### src/rtl/if_stage.sv
// Instruction-fetch stage with IF/ID pipeline register: PC, redirects, load-use stall and bubbles.
// Optional redirect-misalignment detection is enabled by defining IF_MISALIGN_CHECK_EN.
module if_stage #(
  parameter logic [31:0] RESET_PC = 32'h0000_0000,
  parameter logic [31:0] NOP_INST = 32'h0000_0000
) (
  input  logic        clk,
  input  logic        reset,
  input  logic        Stall,
  input  logic [1:0]  PCSrc,
  input  logic [31:0] JumpTarget,
  input  logic [31:0] JrTarget,
  input  logic        BranchTaken,
  input  logic [31:0] BranchTarget,
  output logic [31:0] InstAddr,
  input  logic [31:0] InstData,
  output logic [31:0] IF_ID_Inst,
  output logic [31:0] IF_ID_PCPlus4,
  output logic        IF_ID_Valid,
  output logic        MisalignErr
);

`ifdef IF_MISALIGN_CHECK_EN
  localparam logic CHECK_EN = 1'b1;
`else
  localparam logic CHECK_EN = 1'b0;
`endif

  logic [31:0] pc_reg, pc_next;
  logic [31:0] inst_reg, inst_next;
  logic [31:0] pcp4_reg, pcp4_next;
  logic        valid_reg, valid_next;
  logic        err_reg, err_next;
  logic [31:0] pc_plus4;
  logic [31:0] target;
  logic        redirect;

  assign pc_plus4 = pc_reg + 32'd4;

  always_comb begin
    pc_next    = pc_reg;
    inst_next  = inst_reg;
    pcp4_next  = pcp4_reg;
    valid_next = valid_reg;
    redirect   = 1'b0;
    target     = pc_plus4;
    // The branch in EX belongs to an older instruction, so it beats both stall and jumps.
    if (BranchTaken) begin
      redirect = 1'b1;
      target   = BranchTarget;
    end else if (!Stall) begin
      if (valid_reg && PCSrc == 2'b01) begin
        redirect = 1'b1;
        target   = JumpTarget;
      end else if (valid_reg && PCSrc == 2'b10) begin
        redirect = 1'b1;
        target   = JrTarget;
      end else begin
        pc_next    = pc_plus4;
        inst_next  = InstData;
        pcp4_next  = pc_plus4;
        valid_next = 1'b1;
      end
    end
    if (redirect) begin
      pc_next    = {target[31:2], 2'b00};
      inst_next  = NOP_INST;
      pcp4_next  = 32'd0;
      valid_next = 1'b0;
    end
    err_next = err_reg | (CHECK_EN & redirect & (target[1:0] != 2'b00));
  end

  always_ff @(posedge clk) begin
    if (reset) begin
      pc_reg    <= {RESET_PC[31:2], 2'b00};
      inst_reg  <= NOP_INST;
      pcp4_reg  <= 32'd0;
      valid_reg <= 1'b0;
      err_reg   <= 1'b0;
    end else begin
      pc_reg    <= pc_next;
      inst_reg  <= inst_next;
      pcp4_reg  <= pcp4_next;
      valid_reg <= valid_next;
      err_reg   <= err_next;
    end
  end

  assign InstAddr      = pc_reg;
  assign IF_ID_Inst    = inst_reg;
  assign IF_ID_PCPlus4 = pcp4_reg;
  assign IF_ID_Valid   = valid_reg;
  assign MisalignErr   = err_reg;

endmodule

### config.mk
export PLATFORM = sky130hd
export DESIGN_NAME = if_stage
export DESIGN_NICKNAME = d
export VERILOG_FILES = /design/src/rtl/if_stage.sv
export SDC_FILE = /design/constraint.sdc
export NUM_CORES = 1
export LEC_CHECK = 0
export ABC_AREA = 0
export CAP_MARGIN = 10
export CORE_ASPECT_RATIO = 0.6
export CORE_UTILIZATION = 25
export DETAILED_ROUTE_END_ITERATION = 8
export PLACE_DENSITY = 0.52
export SKIP_LAST_GASP = 1
export SYNTH_ARGS = -nofsm -noshare
export SYNTH_HDL_FRONTEND = slang
export SYNTH_SLANG_ARGS = --single-unit
### constraint.sdc
create_clock -name clk -period 2.6 [get_ports clk]
set_input_delay 0.65 -clock clk [delete_from_list [all_inputs] [get_ports clk]]
set_output_delay 0.65 -clock clk [all_outputs]
set_load 0.1 [all_outputs]
==> flow_metrics.env, run 1 <==
export IMPL_outcome="finished clean"
export IMPL_n_fill_cell=1996
export IMPL_grt_ovfl_total=0
export IMPL_finalWirelength_mm=21.1
export IMPL_cts_sinks=93
export IMPL_clk_pin_slew_ns=0.07
export IMPL_max_freq_ghz=0.431
export IMPL_dr_total_vias=5485
export IMPL_synth_edf_count=0
export IMPL_worstSkewPairLatency_ns=0.35
export IMPL_ant_nets=0
export IMPL_grt_max_degree=55
export IMPL_ys_async_sr_fraction_pct=0
export IMPL_critPathArrivalTime_ns=2.57
export IMPL_ir_drop_mv=0.303
export IMPL_fin_util_pct=41.2
export IMPL_die_width_um=184
export IMPL_root_buffer="clkbuf_16"
export IMPL_die_area_um2=20500
export IMPL_criticalPathCategory="register to register"
export IMPL_yosys_warnings=0
export IMPL_wire_per_inst_um=18.5
export IMPL_synth_area_um2=4990
export IMPL_ctsHoldBuffers=0
export IMPL_hold_viol_final=0
export IMPL_hp_class="register to register"
export IMPL_synth_avg_cell_area_um2=7.85
export IMPL_io_buffers=220
export IMPL_dp_final_hpwl_mm=16.4
export IMPL_drc=0
export IMPL_cts_buffer_depth=2
export IMPL_synth_main_ff_cell="dfxtp_1"
export IMPL_start_util_pct=25.9
export IMPL_period_share_pct=89.2
export IMPL_io_pins=232
export IMPL_grt_pass1_wl_mm=32.0
export IMPL_grt_pass1_vias=5241
export IMPL_core_um2=19300
export IMPL_critPathMaxFanout=8
export IMPL_slew_violations=0
export IMPL_worst_pin_slew_ns=0.508
export IMPL_h_tree_depth=3
export IMPL_nets=1009
export IMPL_gp_congestion=0.835
export IMPL_yosysUniqueCellTypes=65
export IMPL_postCtsSetupRepairBufs=0
export IMPL_finalCriticalPeriod_ns=2.32
export IMPL_grtUsageTotal_pct=20.7
export IMPL_cellLeakagePower_nw=3.09
export IMPL_synthCells=636
export IMPL_drive_gt1_share_pct=21.7
export IMPL_rows=39
export IMPL_skew_ns=0.00921
export IMPL_die_height_um=111
export IMPL_dr_pass1_iters=5
export IMPL_maxCapViolCount=0
export IMPL_setup_tns_ns=0
export IMPL_powerDensity_nw_per_um2=529
export IMPL_cts_tree="done"
export IMPL_rsz0062_at_grt="false"
export IMPL_required_ns=2.85
export IMPL_critPathCaptureType="register"
export IMPL_via_per_inst=4.79
export IMPL_cts_resized=0
export IMPL_start_kind="register"
export IMPL_seq_area_frac_synth_pct=37.3
export IMPL_drt_iter0_markers=336
export IMPL_setup_viol=0
export IMPL_slew_headroom_pct=65.9
export IMPL_syn2layout_area_growth_pct=59.1
export IMPL_p_total_mw=4.20
export IMPL_diodes=0
export IMPL_synth_seq_cells=93
export IMPL_cts_made_buffers=9
export IMPL_antenna_found_initial=0
cell families (layout without fill, tap and decap cells):
| logic type | after synthesis | in the layout | share of synthesized area, % |
|---|---|---|---|
| simple gates | 226 | 226 | 23.0 |
| compound gates | 206 | 206 | 26.3 |
| flops | 93 | 93 | 37.3 |
| buf+inv | 74 | 313 | 6.90 |
| xor+xnor | 31 | 31 | 5.44 |
| mux | 4 | 4 | 0.802 |
| fa+ha+maj | 1 | 1 | 0.251 |
| other cells | 1 | 5 | 0.0752 |
layout by cell type, fill, tap and decap left out, types with 16 or more instances in the layout:
cell type,count
buf_4,143
clkdlybuf4s50_1,126
nand2_1,95
dfxtp_1,89
a21oi_1,86
nor2_1,48
o21ai_0,25
xnor2_1,24
o22ai_1,20
inv_1,17
nand3_1,16
report_power, final:
part           switching (mW)  internal (mW)
clock                   0.615          0.853
sequential             0.0661           1.48
combinational           0.770          0.415
path summary, 6_finish.rpt:
path | startpoint | end | slack (ns) | cells past startpoint
min | IF_ID_Inst[25]$_SDFFE_PP0P_ | IF_ID_Inst[25]$_SDFFE_PP0P_ | 0.46 | 2
max | InstAddr[2]$_SDFFE_PP0P_ | InstAddr[26]$_SDFFE_PP0P_ | 0.28 | 6
min reg2reg | IF_ID_Inst[25]$_SDFFE_PP0P_ | IF_ID_Inst[25]$_SDFFE_PP0P_ | 0.46 | 2
max reg2reg | InstAddr[2]$_SDFFE_PP0P_ | InstAddr[26]$_SDFFE_PP0P_ | 0.28 | 6
per-layer routing:
| layer | wire [µm] | track usage (%) | part of all wire, % | vias to the layer above |
|---|---|---|---|---|
| li1 | - | - | - | 2757 |
| met2 | 8020 | 27.7 | 38 | 212 |
| met1 | 10900 | 31.9 | 52 | 2508 |
| met3 | 2080 | 6.35 | 9.8 | 8 |
| met5 | 0 | 0 | 0 | - |
| met4 | 104 | 3.06 | 0.49 | 0 |
per-stage QoR:
stage	setup WS (ns)	std cells	hold WS, ns	area, µm²
6_report	0.281	1145	0.456	7940
5_1_grt	0.139	1145	0.476	7940
4_1_cts	0.316	1145	0.458	7940
3_5_place_dp	0.0130	1129	0.448	7610
3_3_place_gp	0.00567	1129	0.443	7610
2_1_floorplan	0.00187	640	0.771	5010
cell type report:
type	instances	area, µm²	area share (%)
Inverter	17	63.8	0.804
Clock inverter	6	95.1	1.20
Clock buffer	10	229	2.89
Sequential cell	93	1870	23.5
Multi-Input combinational cell	473	2810	35.4
Timing Repair Buffer	280	2540	32.0
Tap cell	266	333	4.19
critical path, cell delays in order (launching register included):
cell	delay, ns
dfxtp_2	0.44
ha_1	0.24
and3_1	0.37
nand2_1	0.23
nor4_2	0.55
o22ai_1	0.17
nor4_1	0.21
sequential cells by signal, summed over array words and instances (netlist names):
name,count
IF_ID_Valid,1
InstAddr,30
IF_ID_Inst,32
IF_ID_PCPlus4,30
cells in the mapped netlist, drive strengths merged, types with 7 or more instances:
cell type | count | area, µm²
inv | 17 | 63.8
buf | 27 | 161
dfxtp | 93 | 1860
o221ai | 9 | 78.8
a221oi | 12 | 105
xor2 | 7 | 61.3
o21ai | 26 | 130
a211oi | 13 | 97.6
nand3 | 17 | 97.6
o22ai | 20 | 125
nor2 | 49 | 184
and3 | 7 | 45.1
a21oi | 88 | 455
nand2 | 95 | 357
nor4 | 13 | 139
nor3 | 14 | 75.1
clkbuf | 29 | 110
xnor2 | 24 | 210
Power figures use the tool's default switching activity.
==> run 2, diff against run 1 <==
--- a/config.mk
+++ b/config.mk
@@ -12,6 +12,7 @@
 export DETAILED_ROUTE_END_ITERATION = 8
 export PLACE_DENSITY = 0.52
 export SKIP_LAST_GASP = 1
+export SLEW_MARGIN = 30
 export SYNTH_ARGS = -nofsm -noshare
 export SYNTH_HDL_FRONTEND = slang
 export SYNTH_SLANG_ARGS = --single-unit
==> results of run 2 <==
Final layout, timing and power as in run 1 (identical DEF).
==> RTL edit 1: new RTL, flow settings as in run 1 <==
Build with the macro `IF_MISALIGN_CHECK_EN` defined.
--- a/src/rtl/if_stage.sv
+++ b/src/rtl/if_stage.sv
@@ -2,2 +2,4 @@
 // Optional redirect-misalignment detection is enabled by defining IF_MISALIGN_CHECK_EN.
+`define IF_MISALIGN_CHECK_EN
+
 module if_stage #(
Formal check against the unedited RTL: not equivalent (Yosys sat finds a counterexample within 4 cycles, from zero or initial values and one cycle with reset high).
==> RTL edit 1 against run 1 <==
Power down 3.2%; sequential cell count up 1; routed wire length down 12%; sequential power up 3%; worst setup slack better by 0.10 ns; area after synthesis down 6.9%; via count down 4.3%; final area down 6.8%; highest routed layer unchanged.
==> RTL edit 1: results (changes against run 1) <==
* Run status: finished clean (unchanged)
* Final setup margin at 0.386 ns (was 0.281 ns)
* Synth Area in Adders at 0.269% (was 0.251%)
* Vias at 5247 (was 5485)
* Total detailed-routing wirelength at 18700 um (was 21100 um)
* Avg Cell Area, Syn at 7.72 um^2 (was 7.85 um^2)
* Post-DP Area at 7090 um^2 (was 7610 um^2)
* Buffers on Ports at 227 (was 220)
* Post-place setup slack at 0.0863 ns (was 0.0130 ns)
* LEAKAGE at 2.80 nW (was 3.09 nW)
* Clock skew at 0.00840 ns (was 0.00921 ns)
* Switching share of total power at 34.6% (was 34.5%)
* Post-synth top area share at 40.5% (was 37.3%)
* Fin nets at 953 (was 1009)
* Worst r2r dst: InstAddr[18] (was InstAddr[26])
* Hold Path Origin: IF_ID_Inst[23] (was IF_ID_Inst[25])
* R2R cell count at 5 (was 6)
* Global-route wire length before repair at 28300 um (was 32000 um)
* Placed instance count at 1047 (was 1129)
* Complex-gate fraction of the synthesized area at 27.2% (was 26.3%)
* Postcts setup bufs at 0 (unchanged)
* RD Place Congestion at 0.842 (was 0.835)
* Reg-to-Reg Start: InstAddr[11] (was InstAddr[2])
* Worst Setup EP: InstAddr[7] (was InstAddr[26])
* Number of DRC markers in iteration 0 at 353 (was 336)
* Largest net degree at the start of global routing at 44 (was 55)
* Fill count at 1839 (was 1996)
* Synth area leaders: dfxtp_1, a21oi_1, nand2_1, o21ai_0, xnor2_1 (was dfxtp_1, a21oi_1, nand2_1, xnor2_1, nor2_1)
* Worst EP arrival at 2.50 ns (was 2.57 ns)
* R2R Setup Slk at 0.42 ns (was 0.28 ns)
* Detailed-placement wirelength estimate at 14400 um (was 16400 um)
* Sequential-to-total area share from yosys stat at 40.5% (was 37.3%)
* Worst Hold Class: reg -> reg (unchanged)
* Overall Global Routing Usage at 19.6% (was 20.7%)
* Synth cell types at 48 (was 65)
* Initial antenna violation count at 1 (was 0)
* Worst Max-Slew Pin Slew at 0.551 ns (was 0.508 ns)
* WHS Endpoint: IF_ID_Inst[23] (was IF_ID_Inst[25])
* Clock power frac at 33.4% (was 34.9%)
* Drt pass-1 iters at 4 (was 5)
* Xor/xnor share of the synthesized area at 4.53% (was 5.44%)
* Min Hold Slack at 0.456 ns (about the same)
* Vias in the first global route at 5071 (was 5241)
* Share of cells above drive strength 1 at 21.0% (was 21.7%)
* Max FO, Critical Path at 12 (was 8)
* Critical Path Start: Stall (was InstAddr[2])
* Comb pwr share at 27.5% (was 28.2%)
* Cell Pwr Density at 550 nW/um^2 (was 529 nW/um^2)
[RTL edit 1: metal layers]
metal  global-route usage [%]  routed length, um  up-vias
li1                         -                  -     2573
met1                     27.7               9100     2444
met2                     29.5               7780      219
met3                     5.51               1700       11
met4                     3.30                113        0
met5                        0                  0        -
[RTL edit 1: area by class of cell]
type	count	area (um^2)	area share, %
Multi-Input combinational cell	443	2510	34.0
Inverter	16	60.1	0.812
Tap cell	240	300	4.06
Antenna cell	1	2.50	0.0338
Timing Repair Buffer	254	2320	31.4
Clock inverter	5	58.8	0.795
Clock buffer	11	243	3.28
Sequential cell	94	1900	25.6
[RTL edit 1: worst max-delay path: stages]
cell             delay (ns)
clkdlybuf4s50_1        0.52
nand2b_1               0.25
nor2_1                 0.09
buf_4                  0.20
a221oi_1               0.50
o21ai_0                0.17
nor2_1                 0.11
==> RTL edit 2: new RTL, flow settings as in run 1 <==
Made on the original files. Put one more register stage on the output `MisalignErr`, cleared by the reset. The value now appears one clock later. The other outputs are not delayed to match.
--- a/src/rtl/if_stage.sv
+++ b/src/rtl/if_stage.sv
@@ -93,3 +93,9 @@
   assign IF_ID_Valid   = valid_reg;
-  assign MisalignErr   = err_reg;
+  always_ff @(posedge clk) begin
+    if (reset) begin
+      MisalignErr <= '0;
+    end else begin
+      MisalignErr <= err_reg;
+    end
+  end
 
Behaviour: unchanged (Yosys induction, for registers that start in step).
==> RTL edit 2 against run 1 <==
Area after synthesis is 2.3% lower; final area is 1.7% lower; routed wire length is 0.74% lower; utilization is 0.29 points lower; hold slack worse by 0.0015 ns; maximum frequency is 1.4% higher; sequential share of layout area is 0.46 points higher; worst setup slack better by 0.033 ns; power is 2.7% lower; sequential cell count stayed put; largest cell class unchanged.
==> RTL edit 2: results (changes against run 1) <==
* Synth area leaders: dfxtp_1, a21oi_1, nand2_1, o21ai_0, xnor2_1 (was dfxtp_1, a21oi_1, nand2_1, xnor2_1, nor2_1)
* Routed wl met3 at 2180 um (was 2080 um)
* Post-DP Area at 7510 um^2 (was 7610 um^2)
* Global-route wire length before repair at 30500 um (was 32000 um)
* Run status: finished clean (unchanged)
* Vias at 5588 (was 5485)
* Met1 track demand over resource at 31.1% (was 31.9%)
* Worst VDD drop at 0.402 mV (was 0.303 mV)
* Critical Path Start: PCSrc[1] (was InstAddr[2])
* Clock Power at 1.29 mW (was 1.47 mW)
* Worst Max-Slew Pin Slew at 0.555 ns (was 0.508 ns)
* Clock network share of area at 3.67% (was 4.08%)
* Pint at 2.60 mW (was 2.75 mW)
* Vias in the first global route at 4886 (was 5241)
* Placed instance count at 1112 (was 1129)
* Xor/xnor share of the synthesized area at 5.93% (was 5.44%)
* Fin nets at 992 (was 1009)
* R2R cell count at 7 (was 6)
* CP top delay family: buffers and inverters (was simple AND/OR/NAND/NOR gates)
* Share of cells above drive strength 1 at 23.1% (was 21.7%)
* P_sw at 1.49 mW (was 1.45 mW)
* Clock skew at 0.0136 ns (was 0.00921 ns)
* Synth cell types at 66 (was 65)
* Synth Instances at 613 (was 636)
* Fill count at 1952 (was 1996)
[RTL edit 2: cell types whose count changed in the layout (fill, tap and decap cells not counted), moves of 4 or more]
cell	before	now
xor2_1	7	14
a31oi_1	2	7
xnor2_1	24	19
inv_1	17	8
a21o_1	6	1
nand4_1	5	13
a221o_1	6	2
buf_4	143	151
nand2_1	95	88
a21oi_1	86	70
nor2_1	48	39
o21ai_0	25	40
[RTL edit 2: worst min-delay path by stage]
| stage | start | to | cells after the start |
|---|---|---|---|
| finish | IF_ID_Inst[21] | IF_ID_Inst[21] | 2 |
| global route | IF_ID_Inst[14] | IF_ID_Inst[14] | 2 |
| CTS | IF_ID_Inst[21] | IF_ID_Inst[21] | 2 |
| detailed placement | IF_ID_Inst[21] | IF_ID_Inst[21] | 2 |
| global placement | IF_ID_Inst[0] | IF_ID_Inst[0] | 2 |
| floorplan | InstAddr[7] | IF_ID_PCPlus4[7] | 2 |
